File: src/rtl/load_store_unit_pkg.sv
// Shared encodings for the load/store unit:
// funct3 access sizes, FSM states and response kinds.
package load_store_unit_pkg;

  localparam logic [2:0] LS_B  = 3'b000;
  localparam logic [2:0] LS_H  = 3'b001;
  localparam logic [2:0] LS_W  = 3'b010;
  localparam logic [2:0] LS_BU = 3'b100;
  localparam logic [2:0] LS_HU = 3'b101;

  typedef enum logic [1:0] {
    LSU_IDLE,
    LSU_REQ,
    LSU_RESP
  } lsu_state_e;

  typedef enum logic [1:0] {
    RSP_LOAD,
    RSP_STORE,
    RSP_MISAL,
    RSP_BUS
  } lsu_rsp_e;

endpackage

File: src/rtl/lsu_align.sv
// Byte-lane steering: misalign check, byte enables and store
// replication on the request side, load extraction on the response side.
module lsu_align
  import load_store_unit_pkg::*;
(
  input  logic [2:0]  st_funct3_i,
  input  logic [1:0]  st_off_i,
  input  logic [31:0] st_wdata_i,
  input  logic [2:0]  ld_funct3_i,
  input  logic [1:0]  ld_off_i,
  input  logic [31:0] ld_rdata_i,
  output logic        misalign_o,
  output logic [3:0]  be_o,
  output logic [31:0] wdata_o,
  output logic [31:0] ldata_o
);

  logic [31:0] x;

  always_comb begin
    misalign_o = 1'b1;
    be_o       = 4'b0000;
    wdata_o    = st_wdata_i;
    unique case (st_funct3_i)
      LS_B, LS_BU: begin
        misalign_o = 1'b0;
        be_o       = 4'b0001 << st_off_i;
        wdata_o    = {4{st_wdata_i[7:0]}};
      end
      LS_H, LS_HU: begin
        misalign_o = st_off_i[0];
        be_o       = 4'b0011 << st_off_i;
        wdata_o    = {2{st_wdata_i[15:0]}};
      end
      LS_W: begin
        misalign_o = |st_off_i;
        be_o       = 4'b1111;
      end
      default: ;
    endcase
  end

  assign x = ld_rdata_i >> {ld_off_i, 3'b000};

  always_comb begin
    ldata_o = x;
    unique case (ld_funct3_i)
      LS_B:    ldata_o = {{24{x[7]}}, x[7:0]};
      LS_BU:   ldata_o = {24'd0, x[7:0]};
      LS_H:    ldata_o = {{16{x[15]}}, x[15:0]};
      LS_HU:   ldata_o = {16'd0, x[15:0]};
      default: ;
    endcase
  end

endmodule

File: src/rtl/load_store_unit.sv
// Memory stage: one data-memory transaction per op over req/ready,
// with misalign and bus-timeout exceptions.
module load_store_unit
  import load_store_unit_pkg::*;
#(
  parameter int ADDR_W   = 32,
  parameter int MAX_WAIT = 255
) (
  input  logic              clk,
  input  logic              rst,
  input  logic              in_valid,
  input  logic              in_we,
  input  logic [2:0]        in_funct3,
  input  logic [31:0]       in_addr,
  input  logic [31:0]       in_wdata,
  input  logic [4:0]        in_rd,
  output logic              busy,
  output logic              mem_req,
  output logic              mem_we,
  output logic [ADDR_W-1:0] mem_addr,
  output logic [3:0]        mem_be,
  output logic [31:0]       mem_wdata,
  input  logic              mem_ready,
  input  logic [31:0]       mem_rdata,
  output logic              wb_valid,
  output logic [4:0]        wb_rd,
  output logic [31:0]       wb_data,
  output logic              st_done,
  output logic              exc_misalign,
  output logic              exc_bus
);

  localparam logic [15:0] WaitMax = 16'(MAX_WAIT);

  lsu_state_e        state_q, state_d;
  lsu_rsp_e          rsp_q, rsp_d;
  logic [15:0]       cnt_q, cnt_d;
  logic              we_q;
  logic [2:0]        f3_q;
  logic [1:0]        off_q;
  logic [4:0]        rd_q;
  logic [ADDR_W-1:0] addr_q;
  logic [3:0]        be_q;
  logic [31:0]       wdata_q;
  logic [31:0]       wb_data_q;
  logic [4:0]        wb_rd_q;
  logic              accept;
  logic              capture;
  logic              misalign;
  logic [3:0]        be;
  logic [31:0]       wdata;
  logic [31:0]       ldata;
  logic              in_resp;

  lsu_align u_align (
    .st_funct3_i (in_funct3),
    .st_off_i    (in_addr[1:0]),
    .st_wdata_i  (in_wdata),
    .ld_funct3_i (f3_q),
    .ld_off_i    (off_q),
    .ld_rdata_i  (mem_rdata),
    .misalign_o  (misalign),
    .be_o        (be),
    .wdata_o     (wdata),
    .ldata_o     (ldata)
  );

  always_comb begin
    state_d = state_q;
    rsp_d   = rsp_q;
    cnt_d   = cnt_q;
    accept  = 1'b0;
    capture = 1'b0;
    unique case (state_q)
      LSU_REQ: begin
        cnt_d = cnt_q + 16'd1;
        // A late ready still wins over the timeout
        if (mem_ready) begin
          capture = 1'b1;
          state_d = LSU_RESP;
          rsp_d   = we_q ? RSP_STORE : RSP_LOAD;
        end else if (cnt_d == WaitMax) begin
          state_d = LSU_RESP;
          rsp_d   = RSP_BUS;
        end
      end
      default: begin
        state_d = LSU_IDLE;
        if (in_valid) begin
          accept = 1'b1;
          cnt_d  = '0;
          if (misalign) begin
            state_d = LSU_RESP;
            rsp_d   = RSP_MISAL;
          end else begin
            state_d = LSU_REQ;
          end
        end
      end
    endcase
  end

  always_ff @(posedge clk or posedge rst) begin
    if (rst) begin
      state_q   <= LSU_IDLE;
      rsp_q     <= RSP_LOAD;
      cnt_q     <= '0;
      we_q      <= 1'b0;
      f3_q      <= '0;
      off_q     <= '0;
      rd_q      <= '0;
      addr_q    <= '0;
      be_q      <= '0;
      wdata_q   <= '0;
      wb_data_q <= '0;
      wb_rd_q   <= '0;
    end else begin
      state_q <= state_d;
      rsp_q   <= rsp_d;
      cnt_q   <= cnt_d;
      if (accept) begin
        we_q    <= in_we;
        f3_q    <= in_funct3;
        off_q   <= in_addr[1:0];
        rd_q    <= in_rd;
        addr_q  <= {in_addr[ADDR_W-1:2], 2'b00};
        be_q    <= be;
        wdata_q <= wdata;
      end
      if (capture && !we_q) begin
        wb_data_q <= ldata;
        wb_rd_q   <= rd_q;
      end else if (state_d == LSU_RESP) begin
        wb_data_q <= '0;
      end
    end
  end

  assign in_resp      = (state_q == LSU_RESP);
  assign busy         = (state_q == LSU_REQ);
  assign mem_req      = busy;
  assign mem_we       = busy & we_q;
  assign mem_addr     = addr_q;
  assign mem_be       = be_q;
  assign mem_wdata    = wdata_q;
  assign wb_valid     = in_resp && (rsp_q == RSP_LOAD);
  assign st_done      = in_resp && (rsp_q == RSP_STORE);
  assign exc_misalign = in_resp && (rsp_q == RSP_MISAL);
  assign exc_bus      = in_resp && (rsp_q == RSP_BUS);
  assign wb_rd        = wb_rd_q;
  assign wb_data      = wb_data_q;

endmodule

File: config.mk
export PLATFORM = sky130hd
export DESIGN_NAME = load_store_unit
export DESIGN_NICKNAME = d
export VERILOG_FILES = /design/src/rtl/load_store_unit_pkg.sv /design/src/rtl/lsu_align.sv /design/src/rtl/load_store_unit.sv
export SDC_FILE = /design/constraint.sdc
export NUM_CORES = 1
export LEC_CHECK = 0
export BUFFER_PORTS_ARGS = -buffer_cell sky130_fd_sc_hd__buf_2
export CORE_ASPECT_RATIO = 1.5
export CORE_MARGIN = 2
export CORE_UTILIZATION = 55
export DETAILED_ROUTE_END_ITERATION = 16
export PLACE_DENSITY = 0.86
export SLEW_MARGIN = 20
export SYNTH_ARGS = -nofsm -noshare
export SYNTH_HDL_FRONTEND = slang
export SYNTH_SLANG_ARGS = --single-unit
File: constraint.sdc
create_clock -name clk -period 6.24 [get_ports clk]
set_input_delay 0.312 -clock clk [delete_from_list [all_inputs] [get_ports clk]]
set_output_delay 0.312 -clock clk [all_outputs]
set_load 0.1 [all_outputs]
Word-level counts from Yosys, hierarchy flattened. Index checks and enable logic that the tools add are counted.

Flip-flop bits (word level): 134. Input port bits: 109. Word-level logic and storage cells: 71.

Add/subtract/negate cells: 1. Eq/ne operators: 15. Shift-type cells: 3. Mux-type cells: 23. Bitwise gates (word level): 1. Reduce and logical (&&, ||, !) cells: 16.

Operators by type and width (count): 32-bit one-hot mux with 4 select lines (1); 32-bit 2-to-1 mux (2); 32-bit one-hot mux with 2 select lines (1); 16-bit 2-to-1 mux (2); 32-bit by 5-bit right shift with 32-bit output (1); 2-bit 2-to-1 mux (10); 16-bit by 1-bit adder with 16-bit output, second input constant (1); 16-bit by 8-bit equality test with 1-bit output, second input constant (1); 3-bit equality test, second input constant (4); 4-bit one-hot mux with 3 select lines (1); 2-bit equality test, second input constant (4); 3-bit by 1-bit equality test with 1-bit output, second input constant (2); 3-bit zero test (2); 2-bit nonzero test (3); 2-bit OR reduction (3); 1-bit logical AND (5); 1-bit 2-to-1 mux (5); 2-bit by 1-bit equality test with 1-bit output, second input constant (2); 1-bit by 2-bit << shifter with 4-bit output, first input constant (1); 2-bit by 2-bit << shifter with 4-bit output, first input constant (1); 3-bit by 2-bit equality test with 1-bit output, second input constant (1); 3-bit by 1-bit != test with 1-bit output, second input constant (1); 1-bit one-hot mux with 3 select lines (1); 3-bit AND reduction (1); 3 further kinds (3).

Depth between registers and ports, before layout. Gate-level depths: netlist of run 1.

Word-level depth: 9. Gate-level depth with buffers: 9. Mapped depth without buffers: 8.

By module. Synthesis of run 1 repeated with hierarchy kept, for this count alone.

Cells, all modules: 656. Area, all modules: 7218.2 µm².

Modules (own cells, without submodules): load_store_unit (times used 1, cells an instance 467, area each 5823.1 µm², sequential area each 3353.2 µm²); lsu_align (times used 1, cells an instance 189, area each 1395.1 µm², sequential area each 0.0 µm²).

Least setup slack after synthesis of run 1. Ideal clock, no wire load.

Kind: register -> output. Start: register state_q[0]. End: output port wb_valid. Arrival: 2.761 ns. Required time: 5.928 ns. Path slack: 3.167 ns. Cell stages (with the launch flop): 3. Cells stage by stage: dfrtp_1 > nor2b_1 > nor3b_1.

Word-level cells in the longest chain between the ends: 2.

RTL lines: from (decl) (line load_store_unit.sv:35) `lsu_state_e state_q, state_d;`; from (signal assigned) (line load_store_unit.sv:118) `state_q <= state_d;`; 2-bit equality test (line load_store_unit.sv:139) `assign in_resp = (state_q == LSU_RESP);`; 1-bit logical AND (line load_store_unit.sv:146) `assign wb_valid = in_resp && (rsp_q == RSP_LOAD);`; to (decl) (line load_store_unit.sv:25) `output logic wb_valid,`.

No other way between the ends.

Final worst setup path of run 1.
Start: register state_q[1]. End: output port mem_we.

Word-level cells in the longest chain between the ends: 2.

RTL lines: 2-bit by 1-bit equality test with 1-bit output (line load_store_unit.sv:140) `assign busy = (state_q == LSU_REQ);`; 1-bit bitwise AND (line load_store_unit.sv:142) `assign mem_we = busy & we_q;`; to (decl) (line load_store_unit.sv:19) `output logic mem_we,`.

No other way between the ends.

==> flow_summary.yaml, run 1 <==
placement:
  dp_hpwl_mm: 11.99
  place_inst: 992
  portBuffers: 218
  place_congestion: 0.8604
cells_and_area:
  diodes: 0
  drive_above_1_share_pct: 36.51
  layout.cells.non_filler: 1024
  finalNetCount: 969
  layout-area-overhead-vs-synth_pct: 26.65
  utilization_pct: 70.85
pwr:
  clockPowerShare_pct: 29.3
  p_int_mw: 1.959
  fin_total_pwr_mw: 3.697
  switchingPower_mw: 1.738
  irDropWorstVdd_v: 0.0003094
  pwr-share-seq_pct: 30.1
  powerDensity_mw_per_mm2: 438.7
  swShare_pct: 47.01
  combPwrFrac_pct: 40.6
  p_leak_nw: 4.037
sta:
  clock_skew_ns: 0.009318
  fin_crit_sh_pct: 45.72
  rsz0062_at_grt: "false"
  worstMarginPinSlew_ns: 1.041
  finalSetupViolations: 0
  relSlewSlack_pct: 30.59
  hold_viol_final: 0
  finalSetupTns_ns: 0
  final.min_clock_period_ns: 2.853
  whs_ns: 0.04316
  drv_slew: 0
  timing.fmax_mhz: 350.5
critical_path:
  crit_required_ns: 5.93
  startpoint_type: "flop"
  critPathKind: "flop to output pin"
  critical_path_arrival_ns: 2.54
  slowest_delay_ns: 0.62
  crit_slowest_cell: "nand2b_1"
  cp_max_fo: 26
  cp_top_family: "buffers and inverters"
  cp.buffers_inverters: 2
  end_kind: "output pin"
  path_cells: "nand2b_1, inv_2, and2_1, buf_2"
clocking:
  ctsResizeCount: 0
  h-tree-depth: 4
  cts.sinks: 134
  insertion_delay_ns: 0.41
  postCtsSetupBuffers: 0
  cts_tree: "yes"
  ctsLongestPathBuffers: 2
  cts_inserted_buffers: 17
  holdBufCountCts: 0
  clkSlewWorstSetupHoldPaths_ns: 0.06
  cts-root-buf: "clkbuf_16"
drt:
  final_antenna_net_count: 0
  avgViaCountPerCell: 5.640
  num_vias: 5775
  drt_first_pass_iters: 5
  drt-wirelength-per-cell_microns: 16.82
  drc: 0
  first_iter_violations: 305
  routed_wl_mm: 17.23
floorplanning:
  ios: 221
  die-area_sq_mm: 0.01301
  core_area_sq_mm: 0.01189
  die_width_microns: 93.81
  initial_utilization_pct: 55.94
  rows: 49
  die-height_microns: 138.7
yosys:
  mappedNetlistArea_sq_mm: 0.006654
  synth_cell_types: 50
  syn_area_per_cell_sq_um: 10.04
  synth-seq-cells: 134
  syn_inst: 663
  yosys_most_used_dff: "dfrtp_1"
  yosysSeqAreaShare_pct: 50.39
  yosys_warnings: 0
  synthArstFlopShare_pct: 100.0
  synth_edf_count: 0
global_routing:
  grt_pass1_wl_mm: 27.50
  grt_pass1_vias: 5812
  use_met3_pct: 5.978
  grt_max_degree: 89
  antenna_found_initial: 0
  top_usage_layer: "met2"
  met2_usage_pct: 45.94
  track_usage_pct: 26.68
  grt_use_met1_pct: 31.29
  grt-ovfl-total: 0
flow_run:
  max_cap_viol_count: 0
worst_hold_path:
  hold_class: "input pin to asynchronous set/reset pin"
outcome:
  outcome: "completed"
per-layer routing:
metal  wire length, microns  vias to the layer above
li1                       -                     2724
met1                   6568                     2736
met2                   8904                      271
met3                   1140                       44
met4                    614                        0
met5                      0                        -
cell families after synthesis:
logic type,synth area share [%]
multiplexers,15.64
AO/OA/AOI/OAI,15.93
AND/OR/NAND/NOR,11.58
adder cells (fa/ha/maj),0.3760
flip-flops,50.39
XOR/XNOR,0.6581
buffers and inverters,5.359
other,0.05636
sequential cells by signal, indices dropped and copies added, names as in the netlist, 3 cells and up:
signal     cells
rd_q           5
f3_q           3
cnt_q         16
wb_rd          5
mem_addr      30
mem_wdata     32
wb_data       32
mem_be         4
final cells by class:
type | count | area, sq um
Clock buffer | 17 | 425.4
Clock inverter | 15 | 214.0
Fill cell | 919 | 3467
Inverter | 38 | 147.6
Multi-Input combinational cell | 443 | 2959
Sequential cell | 134 | 3353
Tap cell | 153 | 191.4
Timing Repair Buffer | 224 | 1136
power by group through the flow:
| stage | Clock, mW | Sequential (mW) | Combinational, mW |
|---|---|---|---|
| floorplan | 0 | 1.98 | 0.373 |
| global placement | 0 | 1.12 | 1.48 |
| detailed placement | 0 | 1.12 | 1.50 |
| CTS | 1.10 | 1.11 | 1.51 |
| global route | 1.14 | 1.13 | 1.56 |
| finish | 1.08 | 1.11 | 1.50 |
layout by cell type (no fill, tap or decap), drive strengths merged, types with 7 or more instances in the layout:
| cell type | count |
|---|---|
| nor2 | 40 |
| nor2b | 9 |
| buf | 224 |
| clkbuf | 17 |
| a32oi | 7 |
| mux2 | 54 |
| nand4 | 7 |
| a211o | 7 |
| inv | 45 |
| mux2i | 41 |
| nand2 | 70 |
| a22oi | 25 |
| dfrtp | 134 |
| o21ai | 99 |
| a21oi | 22 |
stage by stage:
step / cell area, sq um / setup slack [ns]
2_1_floorplan: 6658 / 2.345
3_3_place_gp: 7785 / 3.501
3_5_place_dp: 7785 / 3.433
4_1_cts: 8424 / 3.393
5_1_grt: 8427 / 3.204
6_report: 8427 / 3.387
final timing paths:
kind / slack (ns) / startpoint / end / cells past startpoint
hold / removal: 0.04 / rst / mem_addr[14] / 2
setup / recovery: 3.39 / state_q[1] / mem_we / 4
setup reg to reg: 3.39 / state_q[1] / mem_addr[23] / 4
min in group clk: 0.13 / in_addr[16] / mem_addr[16] / 2
max in group asynchronous: 5.09 / rst / mem_wdata[22] / 3
hold reg to reg: 0.47 / mem_wdata[11] / mem_wdata[11] / 2
cells in the mapped netlist, drive strengths merged, types with 3 or more instances:
cell type  number  share of area [%]
nand2          70                3.9
a32oi           7               0.92
nand2b          3               0.28
nor2b           9               0.85
dfrtp         134                 50
nor2           40                2.3
o31ai           3               0.34
xnor2           4               0.53
a21oi          22                1.7
and3            3               0.28
nand3b          6               0.68
nand4           7               0.88
a22oi          25                2.8
clkbuf         27                1.5
inv            38                2.1
nand3           5               0.45
nor3b           4               0.45
nor3            6               0.53
mux2           54                9.1
a211o           7               0.92
nor4            5               0.70
o21ai          99                7.5
mux2i          41                6.2
o22a            3               0.39
buf            22                1.7
Power figures use the tool's default switching activity.
==> inputs of run 2 (changes only) <==
--- a/config.mk
+++ b/config.mk
@@ -5,12 +5,13 @@
 export SDC_FILE = /design/constraint.sdc
 export NUM_CORES = 1
 export LEC_CHECK = 0
+export ABC_AREA = 1
 export BUFFER_PORTS_ARGS = -buffer_cell sky130_fd_sc_hd__buf_2
 export CORE_ASPECT_RATIO = 1.5
 export CORE_MARGIN = 2
-export CORE_UTILIZATION = 55
+export CORE_UTILIZATION = 51
 export DETAILED_ROUTE_END_ITERATION = 16
-export PLACE_DENSITY = 0.86
+export PLACE_DENSITY = 0.81
 export SLEW_MARGIN = 20
 export SYNTH_ARGS = -nofsm -noshare
 export SYNTH_HDL_FRONTEND = slang
==> constraint.sdc (replaced) <==
create_clock -name clk -period 2.8 [get_ports clk]
set_input_delay 0.14 -clock clk [delete_from_list [all_inputs] [get_ports clk]]
set_output_delay 0.14 -clock clk [all_outputs]
set_load 0.1 [all_outputs]
==> run 2 against run 1 <==
Against the previous run: non-clock buffer count increased by 75; count of clock-buffer cells in the layout increased by 2; largest cell class unchanged; sequential cell count unchanged; clock power increased by 110%; critical endpoint is now mem_wdata[28].
==> flow_summary.yaml, run 2 <==
outcome:
  outcome: "completed"
cells_and_area:
  layout.cells.non_filler: 1269
  finalNetCount: 1211
  diodes: 0
  utilization_pct: 72.02
  drive_above_1_share_pct: 25.52
  num-fill-cells: 937
  layout-area-overhead-vs-synth_pct: 38.77
  layout_common_cells: "nand2_1 (343), buf_2 (218), dfrtp_1 (134)"
  layout_commonest_cell: "nand2_1"
  fin_area_sq_mm: 0.008921
sta:
  fin_crit_sh_pct: 86.84
  rsz0062_at_grt: "false"
  finalSetupTns_ns: 0
  whs_ns: 0.01675
  finalSetupViolations: 0
  timing.fmax_mhz: 411.3
  relSlewSlack_pct: 46.57
  worstMarginPinSlew_ns: 0.8002
  final.min_clock_period_ns: 2.431
  setup_slack_ns: 0.3685
  hold_viol_final: 0
  drv_slew: 0
  clock_skew_ns: 0.01073
pwr:
  clockPowerShare_pct: 27.8
  combPwrFrac_pct: 41.7
  pwr-share-seq_pct: 30.5
  fin_total_pwr_mw: 8.004
  irDropWorstVdd_v: 0.0006746
  p_int_mw: 4.144
  powerDensity_mw_per_mm2: 897.2
  switchingPower_mw: 3.859
  p_leak_nw: 4.764
  swShare_pct: 48.22
placement:
  place_inst: 1168
  post-place-ws_ns: 0.6295
  portBuffers: 218
  dp_hpwl_mm: 12.83
  place_congestion: 0.9004
  place_area_sq_mm: 0.007642
yosys:
  synthArstFlopShare_pct: 100.0
  synth_common_cells: "nand2_1 (343), dfrtp_1 (134), o21ai_0 (56)"
  yosys_most_used_dff: "dfrtp_1"
  synthTopCellsByArea: "dfrtp_1 (52%), nand2_1 (20%), o21ai_0 (4.4%), nor2_1 (3.0%), nand3_1 (3.0%)"
  syn_area_per_cell_sq_um: 7.821
  synth_edf_count: 0
  synth_most_common_cell: "nand2_1"
  synth_cell_types: 34
  syn_inst: 822
  yosys_warnings: 0
  yosysSeqAreaShare_pct: 52.16
  synth_top_area_cell: "dfrtp_1"
  synth-seq-cells: 134
  mappedNetlistArea_sq_mm: 0.006429
  yosys.area.top_type_share_pct: 52.16
critical_path:
  end_kind: "flop"
  cp_max_fo: 49
  startpoint: "state_q[1]"
  reg2reg_from: "state_q[1]"
  cp.buffers_inverters: 2
  critical_path_arrival_ns: 2.78
  crit_required_ns: 3.15
  slowest_delay_ns: 0.60
  cp_top_family: "buffers and inverters"
  startpoint_type: "flop"
  critPathKind: "flop to flop"
  path_cells: "nor2_4, nor2_4, inv_2, a21oi_1, a31oi_1, dlygate4sd3_1"
  crit_slowest_cell: "dlygate4sd3_1"
  path_common_cell: "nor2_4"
floorplanning:
  rows: 50
  initial_utilization_pct: 51.90
  die-area_sq_mm: 0.01354
  ios: 221
  die_width_microns: 95.67
  core_area_sq_mm: 0.01239
  die-height_microns: 141.5
drt:
  final_antenna_net_count: 0
  drt-wirelength-per-cell_microns: 16.19
  num_vias: 6791
  drc: 0
  avgViaCountPerCell: 5.351
  routed_wl_mm: 20.54
  first_iter_violations: 405
  drt_first_pass_iters: 5
clocking:
  cts_tree: "yes"
  ctsLongestPathBuffers: 2
  clkSlewWorstSetupHoldPaths_ns: 0.06
  ctsResizeCount: 0
  cts.sinks: 134
  cts_inserted_buffers: 17
  insertion_delay_ns: 0.41
  h-tree-depth: 4
  cts-root-buf: "clkbuf_16"
global_routing:
  track_usage_pct: 30.83
  grt_pass1_wl_mm: 32.42
  grt_pass1_vias: 6648
  grt-ovfl-total: 0
  grt_max_degree: 79
  antenna_found_initial: 0
worst_hold_path:
  worstHoldStart: "in_wdata[4]"
  hold_class: "input pin to flop"
flow_run:
  max_cap_viol_count: 0
==> run 2: cell types whose count changed after synthesis, moves of 16 or more <==
| cell | before | now |
|---|---|---|
| mux2i_1 | 41 | 8 |
| nand3_1 | 4 | 38 |
| a22oi_1 | 25 | 1 |
| mux2_2 | 50 | 0 |
| o21ai_1 | 36 | 1 |
| nand2_1 | 70 | 343 |
| a31oi_1 | 2 | 18 |
==> run 2: area by class of cell <==
type	count	area, sq um	share of cell area (%)
clock buffers	19	442.9	4.965
clock inverters	13	145.1	1.627
inverters	52	198.9	2.230
multi-input cells	596	2701	30.28
flip-flops and latches	134	3353	37.59
well taps	156	195.2	2.188
repair buffers	299	1884	21.12
==> run 2: power groups by stage <==
stage | registers, mW | logic, mW | clock network (mW)
final | 2.44 | 3.34 | 2.22
after global placement | 2.45 | 3.19 | 0
after detailed placement | 2.45 | 3.22 | 0
after CTS | 2.43 | 3.31 | 2.24
after floorplan | 4.30 | 0.770 | 0
after global routing | 2.47 | 3.49 | 2.34
==> run 2: layer usage <==
metal	vias to the layer above	track usage (%)	part of all wire, %
li1	3189	-	-
met1	3187	36.09	38
met2	336	50.79	50
met3	79	8.444	7.2
met4	0	16.47	4.9
met5	-	0	0
==> run 2: timing repair <==
action	4_1_cts	5_1_grt
endpoints found under the hold margin	83	0
hold buffers	69	0
setup buffers	0	0
==> run 2: logic make-up (layout without fill, tap and decap cells) <==
| kind of cell | count (synthesis) | in the layout | synth area share [%] |
|---|---|---|---|
| fa+ha+maj | 2 | 2 | 0.3892 |
| buf+inv | 93 | 383 | 6.150 |
| simple gates | 461 | 461 | 29.27 |
| compound gates | 119 | 119 | 10.18 |
| xor+xnor | 4 | 4 | 0.5449 |
| mux | 8 | 8 | 1.246 |
| other cells | 1 | 2 | 0.05833 |
| flops | 134 | 134 | 52.16 |
==> run 2: tightest hold or removal path: cells and delay by family <==
| family | cells | cell delay, ns |
|---|---|---|
| buffers and inverters | 2 | 0.15 |
| AOI/OAI and AO/OA | 1 | 0.08 |
==> run 2: path summary, 6_finish.rpt <==
path / end / slack (ns) / depth (start not counted)
min in group asynchronous: mem_wdata[29] / 0.33 / 3
hold / removal: mem_wdata[4] / 0.02 / 3
hold reg to reg: wb_data[30] / 0.47 / 2
setup reg to reg: mem_wdata[28] / 0.37 / 6
max in group asynchronous: mem_addr[5] / 1.74 / 4
setup / recovery: mem_wdata[28] / 0.37 / 6
==> inputs of run 3 (changes only) <==
--- a/config.mk
+++ b/config.mk
@@ -12,6 +12,7 @@
 export CORE_UTILIZATION = 51
 export DETAILED_ROUTE_END_ITERATION = 16
 export PLACE_DENSITY = 0.81
+export RECOVER_POWER = 100
 export SLEW_MARGIN = 20
 export SYNTH_ARGS = -nofsm -noshare
 export SYNTH_HDL_FRONTEND = slang
==> run 3 against run 2 <==
Against the previous run: the run now ends with capacitance limit, slew limit left; clock skew is 0.00061 ns lower; sequential share of layout area is 0.79 points higher; sequential cell count stayed put; global-route usage stayed put; wire length is 0.18% higher; largest cell class unchanged; largest power group unchanged; highest routed layer unchanged.
==> flow_summary.yaml, run 3 (same netlist as run 2, synthesis figures left out) <==
critical_path:
  cp_max_fo: 49
  startpoint_type: "flop"
  critPathKind: "flop to flop"
  end_kind: "flop"
  critical_path_arrival_ns: 2.85
  crit_required_ns: 3.15
drt:
  drc: 0
  routed_wl_mm: 20.58
  avgViaCountPerCell: 5.360
  num_vias: 6802
  drt_first_pass_iters: 5
  first_iter_violations: 422
  drt-wirelength-per-cell_microns: 16.21
  final_antenna_net_count: 0
global_routing:
  grt-ovfl-total: 0
  track_usage_pct: 30.83
  grt_max_degree: 79
  grt_pass1_wl_mm: 32.42
  grt_pass1_vias: 6648
  antenna_found_initial: 0
clocking:
  ctsResizeCount: 0
  cts_inserted_buffers: 17
  insertion_delay_ns: 0.41
  h-tree-depth: 4
  cts_tree: "yes"
  cts.sinks: 134
  postCtsSetupBuffers: 0
  ctsLongestPathBuffers: 2
  cts-root-buf: "clkbuf_16"
  clkSlewWorstSetupHoldPaths_ns: 0.06
  holdBufCountCts: 69
cells_and_area:
  layout-area-overhead-vs-synth_pct: 35.91
  layout_common_cells: "nand2_1 (344), dfrtp_1 (134), clkbuf_1 (114)"
  diodes: 0
  layout_commonest_cell: "nand2_1"
  finalNetCount: 1211
  drive_above_1_share_pct: 15.00
  multi_input_area_sq_mm: 0.002674
  seqCellArea_sq_mm: 0.003353
  utilization_pct: 70.54
  num-fill-cells: 1004
sta:
  relSlewSlack_pct: -0.3993
  finalSetupTns_ns: 0
  worstMarginPinSlew_ns: 1.506
  finalSetupViolations: 0
  clock_skew_ns: 0.01012
  rsz0062_at_grt: "false"
  hold_viol_final: 0
  timing.fmax_mhz: 398.8
  fin_crit_sh_pct: 89.55
  final.min_clock_period_ns: 2.507
  drv_slew: 28
floorplanning:
  core_area_sq_mm: 0.01239
  initial_utilization_pct: 51.90
  rows: 50
  ios: 221
  die-area_sq_mm: 0.01354
  die_width_microns: 95.67
  die-height_microns: 141.5
pwr:
  powerDensity_mw_per_mm2: 906.7
  p_leak_nw: 4.375
  irDropWorstVdd_v: 0.0006627
outcome:
  outcome: "complete, but fails checks"
  violations: "capacitance limit, slew limit"
flow_run:
  max_cap_viol_count: 1
worst_hold_path:
  hold_class: "input pin to flop"
placement:
  portBuffers: 218
  dp_hpwl_mm: 12.83
  place_congestion: 0.9004
## run 3: power by group
part	switching (mW)	internal [mW]	leakage (nW)
Combinational	2.77	0.478	2.40
Clock	0.877	1.34	0.281
Sequential	0.212	2.24	1.70
Total	3.86	4.06	4.37
## run 3: layer usage
metal	GRT usage [%]	part of all wire, %	vias up
li1	-	-	3185
met1	36.09	37	3167
met2	50.79	50	381
met3	8.444	8.2	69
met4	16.47	4.7	0
met5	0	0	-
## run 3: worst paths after layout
path,start,endpoint,slack (ns),cells after the start
setup / recovery,state_q[1],mem_wdata[28],0.29,6
hold / removal,in_wdata[4],mem_wdata[4],0.02,3
setup reg to reg,state_q[1],mem_wdata[28],0.29,6
hold reg to reg,wb_data[30],wb_data[30],0.47,2
max in group asynchronous,rst,mem_wdata[11],0.47,4
min in group asynchronous,rst,mem_wdata[29],0.47,3
## run 3: worst max-delay path: stages, from the launching register on
cell and delay, ns:
dfrtp_1 0.40, nor2_4 0.29, nor2_1 0.12, inv_2 0.62, a21oi_1 0.18, a31oi_1 0.22, dlygate4sd3_1 0.60
## run 3: stage by stage
step / setup WS, ns / hold WS (ns) / instances / total power [mW] / cell area [sq um]
after floorplan: 0.08603 / 0.2566 / 823 / 5.071 / 6444
after global placement: 0.6829 / 0.1930 / 1168 / 5.635 / 7642
after detailed placement: 0.6295 / 0.2019 / 1168 / 5.665 / 7642
after CTS: 0.4955 / 0.001766 / 1269 / 7.974 / 8921
after global routing: 0.09328 / 0.01346 / 1269 / 8.217 / 8737
final: 0.2927 / 0.01737 / 1269 / 7.922 / 8737
## run 3: layout make-up
class	count	share of cell area, %
Clock inverter	13	1.661
Clock buffer	19	5.069
Tap cell	156	2.234
Sequential cell	134	38.38
Inverter	52	2.248
Multi-Input combinational cell	596	30.60
Timing Repair Buffer	299	19.81
